--- src/rtl/mat_pair_loader.sv ---
// Assembles a serial row-major element stream into packed A (MxN) and B (NxL) operand buses.
// Latency: mat_valid rises on the edge of the final B transfer; in_ready returns on the edge after mat_ack.
// Backpressure: in_ready drops while a complete frame waits for mat_ack; malformed frames pulse frame_err.
module mat_pair_loader #(
    parameter int M     = 2,
    parameter int N     = 2,
    parameter int L     = 2,
    parameter int WIDTH = 8
) (
    input  logic                     clk,
    input  logic                     reset,
    input  logic                     in_valid,
    input  logic [WIDTH-1:0]         in_data,
    input  logic                     in_last,
    output logic                     in_ready,
    output logic [M*N*WIDTH-1:0]     mat_a,
    output logic [N*L*WIDTH-1:0]     mat_b,
    output logic                     mat_valid,
    input  logic                     mat_ack,
    output logic                     frame_err
);

    localparam int NA = M * N;
    localparam int NB = N * L;
    localparam int F  = NA + NB;
    localparam int IW = $clog2(F) + 1;

    if (M < 1 || N < 1 || L < 1) begin : g_param_check
        $fatal(1, "mat_pair_loader: M, N and L must all be >= 1");
    end

    typedef enum logic [1:0] {
        LOAD_A,
        LOAD_B,
        HOLD
    } state_t;

    state_t        state;
    logic [IW-1:0] idx;
    logic          xfer;
    logic          a_final;
    logic          b_final;

    assign xfer    = in_valid && in_ready;
    assign a_final = (idx == IW'(NA - 1));
    assign b_final = (idx == IW'(NB - 1));

    always_ff @(posedge clk or posedge reset) begin
        if (reset) begin
            state     <= LOAD_A;
            idx       <= '0;
            in_ready  <= 1'b0;
            mat_a     <= '0;
            mat_b     <= '0;
            mat_valid <= 1'b0;
            frame_err <= 1'b0;
        end else begin
            frame_err <= 1'b0;
            case (state)
                LOAD_A: begin
                    in_ready <= 1'b1;
                    if (xfer) begin
                        for (int i = 0; i < NA; i++) begin
                            if (idx == IW'(i)) mat_a[i*WIDTH +: WIDTH] <= in_data;
                        end
                        // in_last can never be legal inside A: drop the frame, element consumed
                        if (in_last) begin
                            frame_err <= 1'b1;
                            idx       <= '0;
                        end else if (a_final) begin
                            state <= LOAD_B;
                            idx   <= '0;
                        end else begin
                            idx <= idx + 1'b1;
                        end
                    end
                end
                LOAD_B: begin
                    in_ready <= 1'b1;
                    if (xfer) begin
                        for (int i = 0; i < NB; i++) begin
                            if (idx == IW'(i)) mat_b[i*WIDTH +: WIDTH] <= in_data;
                        end
                        if (b_final && in_last) begin
                            state     <= HOLD;
                            mat_valid <= 1'b1;
                            in_ready  <= 1'b0;
                            idx       <= '0;
                        end else if (b_final || in_last) begin
                            frame_err <= 1'b1;
                            state     <= LOAD_A;
                            idx       <= '0;
                        end else begin
                            idx <= idx + 1'b1;
                        end
                    end
                end
                HOLD: begin
                    if (mat_ack) begin
                        state     <= LOAD_A;
                        mat_valid <= 1'b0;
                        in_ready  <= 1'b1;
                        idx       <= '0;
                    end
                end
                default: begin
                    state <= LOAD_A;
                    idx   <= '0;
                end
            endcase
        end
    end

endmodule

--- config.mk ---
export PLATFORM = sky130hd
export DESIGN_NAME = mat_pair_loader
export DESIGN_NICKNAME = d
export VERILOG_FILES = /design/src/rtl/mat_pair_loader.sv
export SDC_FILE = /design/constraint.sdc
export NUM_CORES = 1
export LEC_CHECK = 0
export CELL_PAD_IN_SITES_DETAIL_PLACEMENT = 1
export CELL_PAD_IN_SITES_GLOBAL_PLACEMENT = 2
export CORE_AREA = 2 2 98 100
export DETAILED_ROUTE_END_ITERATION = 8
export DIE_AREA = 0 0 100 102
export GPL_ROUTABILITY_DRIVEN = 0
export PLACE_DENSITY_LB_ADDON = 0.1
export SYNTH_ARGS = -nofsm -noshare
export SYNTH_HDL_FRONTEND = slang
export SYNTH_SLANG_ARGS = --single-unit
--- constraint.sdc ---
create_clock -name clk -period 2.7 [get_ports clk]
set_input_delay 0.54 -clock clk [delete_from_list [all_inputs] [get_ports clk]]
set_output_delay 0.54 -clock clk [all_outputs]
set_load 0.02 [all_outputs]
After elaboration in Yosys (flattened, before gate mapping):

Index checks and enable logic that the tools add are counted.

* bits in writable memories: 0
* register bits after elaboration: 73
* latch bits: 0
* input bits: 13
* word-level logic and storage cells: 75
* ROM bits: 0
* memories: 0
* output and inout bits: 67

* bitwise operators: 0
* eq/ne operators: 12
* muxes and demuxes: 30
* multipliers: 0
* reduce and logical (&&, ||, !) cells: 19
* add/subtract/negate cells: 1
* $lt $le $gt $ge: 0
* div/mod/pow operators: 0
* shift operators: 0

Operator list (count)
* 4-bit 2-to-1 mux: 7
* 3-bit AND reduction: 9
* 2-bit 2-to-1 mux: 7
* 2-bit != test (second input constant): 6
* 4-bit case mux with 3 select lines: 1
* 1-bit 2-to-1 mux: 11
* 4-bit by 2-bit equality test with 1-bit output (second input constant): 2
* 2-bit case mux with 3 select lines: 1
* 6-bit AND reduction: 1
* 4-bit by 1-bit adder with 4-bit output (second input constant): 1
* 4-bit by 1-bit equality test with 1-bit output (second input constant): 1
* 4-bit zero test: 1
* 1-bit case mux with 2 select lines: 2
* 4-bit AND reduction: 1
* 3-bit != test (second input constant): 1
* 1-bit case mux with 3 select lines: 1
* 3-bit nonzero test: 1
* 2-bit by 1-bit equality test with 1-bit output (second input constant): 1
* 2-bit equality test (second input constant): 1
* 1-bit logical AND: 2
* 2-bit zero test: 1
* 2-bit AND reduction: 1
* 2-bit nonzero test: 1
* 1-bit logical OR: 1

Logic depth before layout (Yosys ltp):

Gate-level depths: netlist of the first run.

* depth in word-level cells: 6
* mapped depth: 5
* gate-level depth less buffers: 4

Least setup slack after synthesis of the first run:

OpenSTA, ideal clock, no wires.

* path kind: register to register
* start point: register idx[1]
* end point: register idx[3]
* arrival: 1.616 ns
* path slack: 0.963 ns
* buffers on the path: 1
* library setup time: 0.121 ns
* data required time: 2.579 ns
* period minus slack after synthesis: 1.737 ns
* cell stages (with the launch flop): 6
* path through: dfrtp_1 ha_1 buf_4 or3b_4 a311o_2 a22o_1

* word-level cells in the longest chain between the ends: 6
* elaborated cells between the ends (all ways): 11
* those cells by class: 1 x add/sub; 1 x eq/ne; 7 x mux; 2 x reduce/logical

Ends and longest elaborated chain
* start: declaration: RTL line 39 `logic [IW-1:0] idx;`
* start signal: assignment: RTL line 74 `idx <= idx + 1'b1;`
* start signal: assignment: RTL line 94 `idx <= idx + 1'b1;`
* parallel branches: the longest is 5 deep, another holds 4-bit by 1-bit adder with 4-bit output
* 4-bit case mux with 3 select lines *: RTL line 59 `case (state)`

Mark *: on every way between the ends. The select of a mux whose other input is x is not followed.
A chain may end at the register's enable or synchronous reset.

Final worst setup path of the first run:

* start point: register idx[0]
* end point: register idx[0]

The elaborated chain is that of the path after synthesis.

==> results of run 1 <==
[per-layer routing]
| metal | global-route usage [%] | up-vias | routed length [um] |
|---|---|---|---|
| li1 | - | 881 | - |
| met1 | 20.1 | 1000 | 3410 |
| met2 | 23.2 | 54 | 3430 |
| met3 | 5.06 | 5 | 474 |
| met4 | 5.37 | 0 | 65 |
| met5 | 0 | - | 0 |
[per-stage QoR]
step                utilization (%)  hold WS, ns  cells  instance area, um2
global route                   45.2        0.525    397                4120
detailed placement             42.8        0.492    381                3900
global placement               42.8        0.487    381                3900
finish                         45.2        0.507    397                4120
floorplan                         -        0.535    195                2970
CTS                            45.2        0.512    397                4120
[registers in the layout, summed over array words and instances (netlist names)]
name	flops
mat_a	32
in_ready	1
frame_err	1
mat_valid	1
idx	4
state	2
mat_b	32
[logic make-up after synthesis]
family          Yosys count  synth area share, %
mux                      65                 24.7
compound gates           10                 2.70
flops                    73                 61.5
fa+ha+maj                 4                 1.69
simple gates             31                 7.46
buf+inv                  11                 1.69
xor+xnor                  1                0.295
[power breakdown]
part	total, mW	switching [mW]	internal (mW)
sequential	1.78	0.257	1.52
clock	0.947	0.423	0.524
combinational	2.01	0.946	1.06
[final cells by class]
type / count / area, um2 / area share (%)
Sequential cell: 73 / 1830 / 44.3
Multi-Input combinational cell: 111 / 1100 / 26.7
Timing Repair Buffer: 81 / 818 / 19.9
Tap cell: 111 / 139 / 3.37
Clock buffer: 10 / 128 / 3.10
Clock inverter: 6 / 90.1 / 2.19
Inverter: 5 / 18.8 / 0.456
[worst min path at each step]
stage,end
final,mat_b[31]
after global routing,mat_b[11]
after CTS,mat_b[24]
after detailed placement,mat_b[24]
after global placement,mat_a[22]
after floorplan,idx[3]
[cell usage after synthesis, drive strengths merged, types with 2 or more instances]
library cell,n
nor3,3
clkbuf,3
dfrtp,73
nor2,4
mux2,65
ha,4
buf,3
a22o,2
nand2,2
nand3,11
o21ai,2
inv,5
[worst max-delay path, cell delays in order, from the launching register on]
cell,delay [ns]
sky130_fd_sc_hd__dfrtp_1,0.42
sky130_fd_sc_hd__ha_1,0.31
sky130_fd_sc_hd__or3b_4,0.30
sky130_fd_sc_hd__nor4b_1,0.59
sky130_fd_sc_hd__mux2_2,0.28
==> parameters.txt, run 1 <==
Parameter                              Value

Outcome
  Run status    completed

Timing
  Setup slack after layout    0.738 ns
  Final Hold Fails    0
  Share of the clock period used by the worst path after layout    72.7%
  Total Neg Setup Slack    0 ns
  Worst setup skew after layout    0.00849 ns
  FMAX    510 MHz
  Setup repair after global routing missed its margin    false
  Total of endpoints with negative setup slack in the final report    0
  Post-layout minimum cycle time    1.96 ns
  Pin slew with the least headroom to its limit    0.702 ns
  Total count of max-transition violations in the final report    0
  Worst relative slew slack    52.5%

Placement
  Final HPWL DP    5000 um
  Port Buf Inserts    79
  Worst slack at placement    0.355 ns

Logic synthesis
  Ys async rst share    100%
  Mapped Avg Cell Area    15.2 um2
  Gate count after technology mapping    195
  Largest cells by area after synthesis    sky130_fd_sc_hd__dfrtp_1 62%, sky130_fd_sc_hd__mux2_2 25%, sky130_fd_sc_hd__nand3_2 2.7%
  Post-synth top flop    sky130_fd_sc_hd__dfrtp_1
  Share of the synthesized area in the top cell type    61.5%
  Number of different library cells in the post-synthesis netlist    32
  Netlist area before placement    2970 um2
  Ys Warns    0
  Sequential element share of the synthesized area    61.5%
  Post-synth top area cell    sky130_fd_sc_hd__dfrtp_1
  Flops & latches, synth    73
  Nets in the synthesized netlist    212
  Number of enable flip-flop cells after synthesis    0

GRT
  Gr ovfl total    0
  GRT Overall Usage    15.1%
  Largest net degree at the start of global routing    74
  Number of antenna violations at the first check in global routing    0
  Via count of the first global-routing pass    2049
  First-pass GRT wire length    11500 um

Floorplanning
  Floorplan die area    10200 um2
  Die outline height    102 um
  I/O pins    80
  Num rows    35
  Floorplan Core Area    9110 um2
  Initial core utilization    32.6%
  Horizontal die dimension    100 um

Setup path
  Timing endpoint of the critical path    idx[0]
  Kind of start point of the critical path    flop
  Startpoint of the most critical register-to-register path    idx[0]
  Endpoint kind of the worst setup timing path    flop
  Worst r2r dst    idx[0]
  Worst Reg2Reg Path Length in Cells    4
  Setup Crit Path Kind    reg -> reg
  Required time at the endpoint of the critical path    2.98 ns
  Largest driver fanout on the critical path    7
  Arrival time of data at the critical path endpoint    2.24 ns
  Slack of the worst reg-to-reg path    0.74 ns
  CP startpoint    idx[0]

Clock tree
  Clock root cell    sky130_fd_sc_hd__clkbuf_8
  Sinks on Clock Net    73
  TritonCTS clock tree    done
  Number of buffers inserted during clock tree synthesis    9
  Number of buffers between clock root and the deepest sink    2
  Skew-Pair Late Insertion Delay    0.34 ns
  Clock-pin slew reported for the worst setup and hold paths after clock tree synthesis    0.08 ns
  Gates resized, CTS repair    0
  Hold-fix buffer count after cts    0
  Maximum level of the CTS H-tree    3
  Buffers inserted during post-CTS setup optimization    0

Finish
  Ratio of cells with drive above 1 in the final layout    33.9%
  Leading cell type in the layout, fill and taps excluded    sky130_fd_sc_hd__clkdlybuf4s50_1
  Nets    298
  Total inserted antenna cells    0
  Leading cell types in the layout, fill and taps excluded    79 x sky130_fd_sc_hd__clkdlybuf4s50_1, 73 x sky130_fd_sc_hd__dfrtp_1, 65 x sky130_fd_sc_hd__mux2_2
  Total of fill cells in the finished design    950
  Area delta synth->final    38.7%

Drt
  Number of DRC violations after detailed routing    0
  DR vias    1940
  Drt pass-1 iters    4
  Total wirelength of the detailed-routed design    7380 um
  Vias/cell    4.89
  WL per Instance    18.6 um
  Number of DRC violations after detailed-routing iteration 0    31
  Detail Route Antenna Nets    0

Worst hold path
  Worst Min Path Start    mat_b[31]
  Cell depth of the worst min-delay path    1
  Type of the tightest min-delay check    reg -> reg

Power
  VDD IR max    0.433 mV
  Sum of internal, switching and leakage power    4.73 mW
  Power Density    1150 nW/um2
  Total leakage power    1.80 nW

Flow run
  Max-capacitance violation count    0
(Power assumes the default switching activity.)
==> run 2, diff against run 1 <==
Settings changed: CORE_AREA 2 2 98 100 to 2 2 105 107, DIE_AREA 0 0 100 102 to 0 0 107 109.
Clock period 2.7 ns to 1.8 ns, I/O delays scaled along.
==> parameters.txt, run 2 (synthesized netlist as in run 1, its figures left out) <==
Parameter                              Value

Finish
  Total of fill cells in the finished design    1102 (was 950)
  Number of cells in the finished layout apart from fillers    441 (was 397)
  Leading cell types in the layout, fill and taps excluded    78 x sky130_fd_sc_hd__clkdlybuf4s50_1, 73 x sky130_fd_sc_hd__dfrtp_1, 65 x sky130_fd_sc_hd__mux2_2 (was 79 x sky130_fd_sc_hd__clkdlybuf4s50_1, 73 x sky130_fd_sc_hd__dfrtp_1, 65 x sky130_fd_sc_hd__mux2_2)
  Non-Filler Cell Area, Final    4320 um2 (was 4120 um2)
  Storage element area    1830 um2 (unchanged)
  Area taken by multi-input logic gates    1110 um2 (was 1100 um2)
  Nets    313 (was 298)
  Final standard cell utilization of the core    40.7% (was 45.2%)
  Area delta synth->final    45.5% (was 38.7%)
  Biggest registers after layout    mat_a: 32 flops, mat_b: 32 flops, idx: 4 flops (unchanged)
  Ratio of cells with drive above 1 in the final layout    37.9% (was 33.9%)
  Total inserted antenna cells    0 (unchanged)
  Leading cell type in the layout, fill and taps excluded    sky130_fd_sc_hd__clkdlybuf4s50_1 (unchanged)

Floorplanning
  Num rows    38 (was 35)
  Die outline height    109 um (was 102 um)
  Floorplan die area    11700 um2 (was 10200 um2)
  Floorplan Core Area    10600 um2 (was 9110 um2)
  Initial core utilization    28.0% (was 32.6%)
  Horizontal die dimension    107 um (was 100 um)
  I/O pins    80 (unchanged)

GRT
  Number of antenna violations at the first check in global routing    0 (unchanged)
  Gr ovfl total    0 (unchanged)
  Largest net degree at the start of global routing    34 (was 74)
  First-pass GRT wire length    12200 um (was 11500 um)
  Via count of the first global-routing pass    2140 (was 2049)
  GRT Overall Usage    14.1% (was 15.1%)

Drt
  DR vias    1992 (was 1940)
  Total wirelength of the detailed-routed design    7810 um (was 7380 um)
  Detail Route Antenna Nets    0 (unchanged)
  Number of DRC violations after detailed routing    0 (unchanged)
  Vias/cell    4.52 (was 4.89)
  WL per Instance    17.7 um (was 18.6 um)
  Drt pass-1 iters    4 (unchanged)
  Number of DRC violations after detailed-routing iteration 0    39 (was 31)

Setup path
  Kind of start point of the critical path    input pin (was flop)
  Largest driver fanout on the critical path    9 (was 7)
  Arrival time of data at the critical path endpoint    1.96 ns (was 2.24 ns)
  Endpoint kind of the worst setup timing path    flop (unchanged)
  Required time at the endpoint of the critical path    2.03 ns (was 2.98 ns)
  Setup Crit Path Kind    in -> reg (was reg -> reg)

Power
  Power Density    1670 nW/um2 (was 1150 nW/um2)
  Total leakage power    1.88 nW (was 1.80 nW)
  VDD IR max    0.560 mV (was 0.433 mV)

Clock tree
  Buffers inserted during post-CTS setup optimization    0 (unchanged)
  TritonCTS clock tree    done (unchanged)
  Clock root cell    sky130_fd_sc_hd__clkbuf_8 (unchanged)
  Skew-Pair Late Insertion Delay    0.35 ns (was 0.34 ns)
  Sinks on Clock Net    73 (unchanged)
  Hold-fix buffer count after cts    0 (unchanged)
  Maximum level of the CTS H-tree    3 (unchanged)
  Number of buffers inserted during clock tree synthesis    9 (unchanged)
  Number of buffers between clock root and the deepest sink    2 (unchanged)
  Clock-pin slew reported for the worst setup and hold paths after clock tree synthesis    0.08 ns (about the same)

Timing
  FMAX    577 MHz
  Final Hold Fails    0 (unchanged)
  Share of the clock period used by the worst path after layout    96.3%
  Post-layout minimum cycle time    1.73 ns
  Worst hold slack after final layout    0.371 ns (was 0.507 ns)
  Worst setup skew after layout    0.0126 ns (was 0.00849 ns)
  Pin slew with the least headroom to its limit    0.435 ns (was 0.702 ns)
  Total count of max-transition violations in the final report    0 (unchanged)
  Total of endpoints with negative setup slack in the final report    0 (unchanged)
  Worst relative slew slack    70.9% (was 52.5%)
  Setup repair after global routing missed its margin    true (was false)

Flow run
  Max-capacitance violation count    0 (unchanged)

Placement
  Placed cell areas    4080 um2 (was 3900 um2)
  Placed instance count    425 (was 381)
  Final HPWL DP    5600 um (was 5000 um)
  Port Buf Inserts    79 (unchanged)

Worst hold path
  Type of the tightest min-delay check    in -> async (was reg -> reg)

Outcome
  Run status    completed (unchanged)
run 2: critical path: stages:
cell	delay [ns]
sky130_fd_sc_hd__clkdlybuf4s50_1	0.52
sky130_fd_sc_hd__nor4bb_2	0.23
sky130_fd_sc_hd__buf_4	0.23
sky130_fd_sc_hd__nand3_2	0.27
sky130_fd_sc_hd__mux2_2	0.35
run 2: routing by layer:
metal,GRT usage (%),wire [um],vias to the layer above
met2,22.5,3710,44
li1,-,-,903
met1,18.6,3640,1036
met4,5.01,104,0
met5,0,0,-
met3,3.89,347,9
run 2: what timing repair did:
item | in CTS | in global routing
setup endpoints to repair | 2 | 41
resized for setup | 1 | 2
endpoints found under the hold margin | 0 | 0
run 2: metrics by stage:
step	power [mW]	setup WS (ns)	setup TNS, ns
final	7.22	0.0659	0
after global routing	7.61	-0.0455	-0.488
after CTS	7.34	0.0116	0
after detailed placement	5.81	-0.331	-16.99
after global placement	5.79	-0.329	-17.56
after floorplan	4.17	0.0632	0
run 2: path summary, 6_finish.rpt:
path / startpoint / end / slack (ns) / cells past startpoint
setup / recovery: in_valid / mat_a[28] / 0.07 / 5
hold / removal: reset / mat_b[9] / 0.37 / 2
setup reg to reg: idx[3] / mat_a[28] / 0.08 / 4
hold reg to reg: mat_b[30] / mat_b[30] / 0.51 / 1
max in group asynchronous: reset / mat_a[5] / 0.93 / 3
min in group clk: mat_b[30] / mat_b[30] / 0.51 / 1
run 2: cell type report:
cell class | count | area share, %
Inverter | 5 | 0.521
Clock inverter | 4 | 1.71
Sequential cell | 73 | 42.3
Multi-Input combinational cell | 111 | 25.6
Clock buffer | 12 | 3.59
Tap cell | 140 | 4.06
Timing Repair Buffer | 96 | 22.2
run 2: power by group:
part | leakage [nW] | internal, mW | switching (mW) | total [mW]
logic | 0.851 | 1.64 | 1.42 | 3.06
clock network | 0.117 | 0.860 | 0.626 | 1.49
registers | 0.916 | 2.28 | 0.390 | 2.67
total | 1.88 | 4.78 | 2.44 | 7.22
==> run 3, diff against run 2 <==
Settings changed: CELL_PAD_IN_SITES_GLOBAL_PLACEMENT 2 to 1, CORE_AREA 2 2 105 107 to 2 2 96 98, DIE_AREA 0 0 107 109 to 0 0 98 100, SLEW_MARGIN from default to 0.
==> parameters.txt, run 3 (synthesized netlist as in run 1, its figures left out) <==
Parameter                              Value

Clock tree
  Sinks on Clock Net    73 (unchanged)
  Buffers inserted during post-CTS setup optimization    0 (unchanged)
  Number of buffers inserted during clock tree synthesis    9 (unchanged)
  Number of buffers between clock root and the deepest sink    2 (unchanged)
  Clock-pin slew reported for the worst setup and hold paths after clock tree synthesis    0.08 ns (about the same)
  TritonCTS clock tree    done (unchanged)
  Clock root cell    sky130_fd_sc_hd__clkbuf_8 (unchanged)
  Maximum level of the CTS H-tree    3 (unchanged)
  Skew-Pair Late Insertion Delay    0.35 ns (about the same)

GRT
  Largest net degree at the start of global routing    23 (was 34)
  Met2 demand-to-capacity share in global routing    24.8% (was 22.5%)
  Number of antenna violations at the first check in global routing    0 (unchanged)
  First-pass GRT wire length    11400 um (was 12200 um)
  Most congested layer reported by global routing    met2 (unchanged)
  Met3 layer usage reported by global route    3.55% (was 3.89%)
  Via count of the first global-routing pass    2052 (was 2140)
  Gr ovfl total    0 (unchanged)
  GRT Overall Usage    15.4% (was 14.1%)
  Met1 layer usage reported by global route    20.1% (was 18.6%)

Setup path
  Total buffers and inverters traversed by the critical path    2 (unchanged)
  Arrival time of data at the critical path endpoint    1.94 ns (was 1.96 ns)
  Most common cell type on the critical path    sky130_fd_sc_hd__buf_4
  Master of the slowest instance on the critical path    sky130_fd_sc_hd__dfrtp_1 (was sky130_fd_sc_hd__clkdlybuf4s50_1)
  Endpoint kind of the worst setup timing path    flop (unchanged)
  Kind of start point of the critical path    flop (was input pin)
  Required time at the endpoint of the critical path    2.03 ns (about the same)
  Max stage delay on crit path    0.44 ns (was 0.52 ns)
  Setup Crit Path Kind    reg -> reg (was in -> reg)
  Cell Chain, Critical Path    nor4bb_2 -> buf_4 -> nand3_2 -> buf_4 -> mux2_2 (was clkdlybuf4s50_1 -> nor4bb_2 -> buf_4 -> nand3_2 -> mux2_2)
  Largest driver fanout on the critical path    9 (unchanged)
  CP delay by family, top    flip-flops (was buffers and inverters)

Finish
  Total inserted antenna cells    0 (unchanged)
  Nets    320 (was 313)
  Final standard cell utilization of the core    48.8% (was 40.7%)
  Area delta synth->final    46.0% (was 45.5%)
  Number of cells in the finished layout apart from fillers    418 (was 441)
  Biggest registers after layout    mat_a: 32 flops, mat_b: 32 flops, idx: 4 flops (unchanged)
  Leading cell types in the layout, fill and taps excluded    78 x sky130_fd_sc_hd__clkdlybuf4s50_1, 73 x sky130_fd_sc_hd__dfrtp_1, 65 x sky130_fd_sc_hd__mux2_2 (unchanged)
  Ratio of cells with drive above 1 in the final layout    38.8% (was 37.9%)
  Leading cell type in the layout, fill and taps excluded    sky130_fd_sc_hd__clkdlybuf4s50_1 (unchanged)

Drt
  Number of DRC violations after detailed routing    0 (unchanged)
  WL per Instance    17.1 um (was 17.7 um)
  DR vias    1985 (was 1992)
  Total wirelength of the detailed-routed design    7140 um (was 7810 um)
  Vias/cell    4.75 (was 4.52)
  Number of DRC violations after detailed-routing iteration 0    13 (was 39)
  Detail Route Antenna Nets    0 (unchanged)
  Drt pass-1 iters    5 (was 4)

Outcome
  Run status    completed (unchanged)

Floorplanning
  Floorplan Core Area    8890 um2 (was 10600 um2)
  Floorplan die area    9800 um2 (was 11700 um2)
  Num rows    35 (was 38)
  Initial core utilization    33.4% (was 28.0%)
  I/O pins    80 (unchanged)
  Die outline height    100 um (was 109 um)
  Horizontal die dimension    98 um (was 107 um)

Power
  VDD IR max    0.796 mV (was 0.560 mV)
  Internal power summed over all cells    4.74 mW (was 4.78 mW)
  Sw Pwr    2.39 mW (was 2.44 mW)
  Total leakage power    1.92 nW (was 1.88 nW)
  Power Density    1640 nW/um2 (was 1670 nW/um2)
  Power share of the combinational group    42.9% (was 42.4%)
  Net switching share of the total power    33.5% (was 33.8%)
  Power share of the sequential group    37.2% (was 37.0%)
  Fraction of power consumed by the clock network    19.9% (was 20.6%)

Timing
  Total count of max-transition violations in the final report    0 (unchanged)
  Final Hold Fails    0 (unchanged)
  FMAX    587 MHz (was 577 MHz)
  Total of endpoints with negative setup slack in the final report    0 (unchanged)
  Post-layout minimum cycle time    1.70 ns (was 1.73 ns)
  Setup repair after global routing missed its margin    false (was true)
  Pin slew with the least headroom to its limit    0.429 ns (was 0.435 ns)
  Worst relative slew slack    71.3% (was 70.9%)
  Worst setup skew after layout    0.00921 ns (was 0.0126 ns)
  Share of the clock period used by the worst path after layout    94.7% (was 96.3%)

Flow run
  Max-capacitance violation count    0 (unchanged)

Placement
  Port Buf Inserts    79 (unchanged)
  Final HPWL DP    5370 um (was 5600 um)
  Placed instance count    403 (was 425)

Worst hold path
  Type of the tightest min-delay check    in -> async (unchanged)
==> run 3: power by group through the flow <==
stage	combinational (mW)	clock, mW	sequential (mW)
6_report	3.06	1.42	2.65
5_1_grt	3.23	1.53	2.75
4_1_cts	3.11	1.46	2.67
3_5_place_dp	3.10	0	2.70
3_3_place_gp	3.06	0	2.68
2_1_floorplan	0.782	0	3.39
==> run 3: per-stage QoR <==
step / area [um2] / TNS [ns] / power [mW] / hold WS (ns) / setup slack, ns
finish: 4340 / 0 / 7.13 / 0.362 / 0.0962
global route: 4340 / 0 / 7.52 / 0.378 / 0.00288
CTS: 4340 / 0 / 7.24 / 0.365 / 0.0487
detailed placement: 4120 / -14.04 / 5.80 / 0.494 / -0.253
global placement: 4120 / -12.71 / 5.74 / 0.487 / -0.227
floorplan: 2970 / 0 / 4.17 / 0.509 / 0.0632
==> run 3: metal layers <==
layer | vias up | part of all wire [%]
met1 | 1016 | 45
met4 | 0 | 1.3
met3 | 9 | 3.6
met5 | - | 0
met2 | 46 | 50
li1 | 914 | -
==> run 3: cell type report <==
cell class,count,area [um2]
well taps,111,139
clock buffers,10,138
multi-input cells,111,1100
flip-flops and latches,73,1830
clock inverters,5,78.8
fillers,921,4550
inverters,5,22.5
repair buffers,103,1030
==> run 3: worst register-to-register path, cell delays in order (launching register included) <==
cell and delay, ns:
sky130_fd_sc_hd__dfrtp_1 0.44, sky130_fd_sc_hd__nor4bb_2 0.31, sky130_fd_sc_hd__buf_4 0.24, sky130_fd_sc_hd__nand3_2 0.12, sky130_fd_sc_hd__buf_4 0.20, sky130_fd_sc_hd__mux2_2 0.27
==> run 3: final timing paths <==
check                          from  cells past startpoint  slack (ns)        end
max                          idx[2]                      5         0.1   mat_a[3]
min reg2reg                mat_b[2]                      1        0.51   mat_b[2]
max in group asynchronous     reset                      3        0.98  mat_b[14]
min in group clk           mat_b[2]                      1        0.51   mat_b[2]
max reg2reg                  idx[2]                      5         0.1   mat_a[3]
min                           reset                      2        0.36  mat_b[15]
==> run 3: what timing repair did <==
item,in CTS,in global routing
endpoints found under the hold margin,0,0
resized for setup,1,0
endpoints found under the setup margin,1,0
hold buffers,0,0
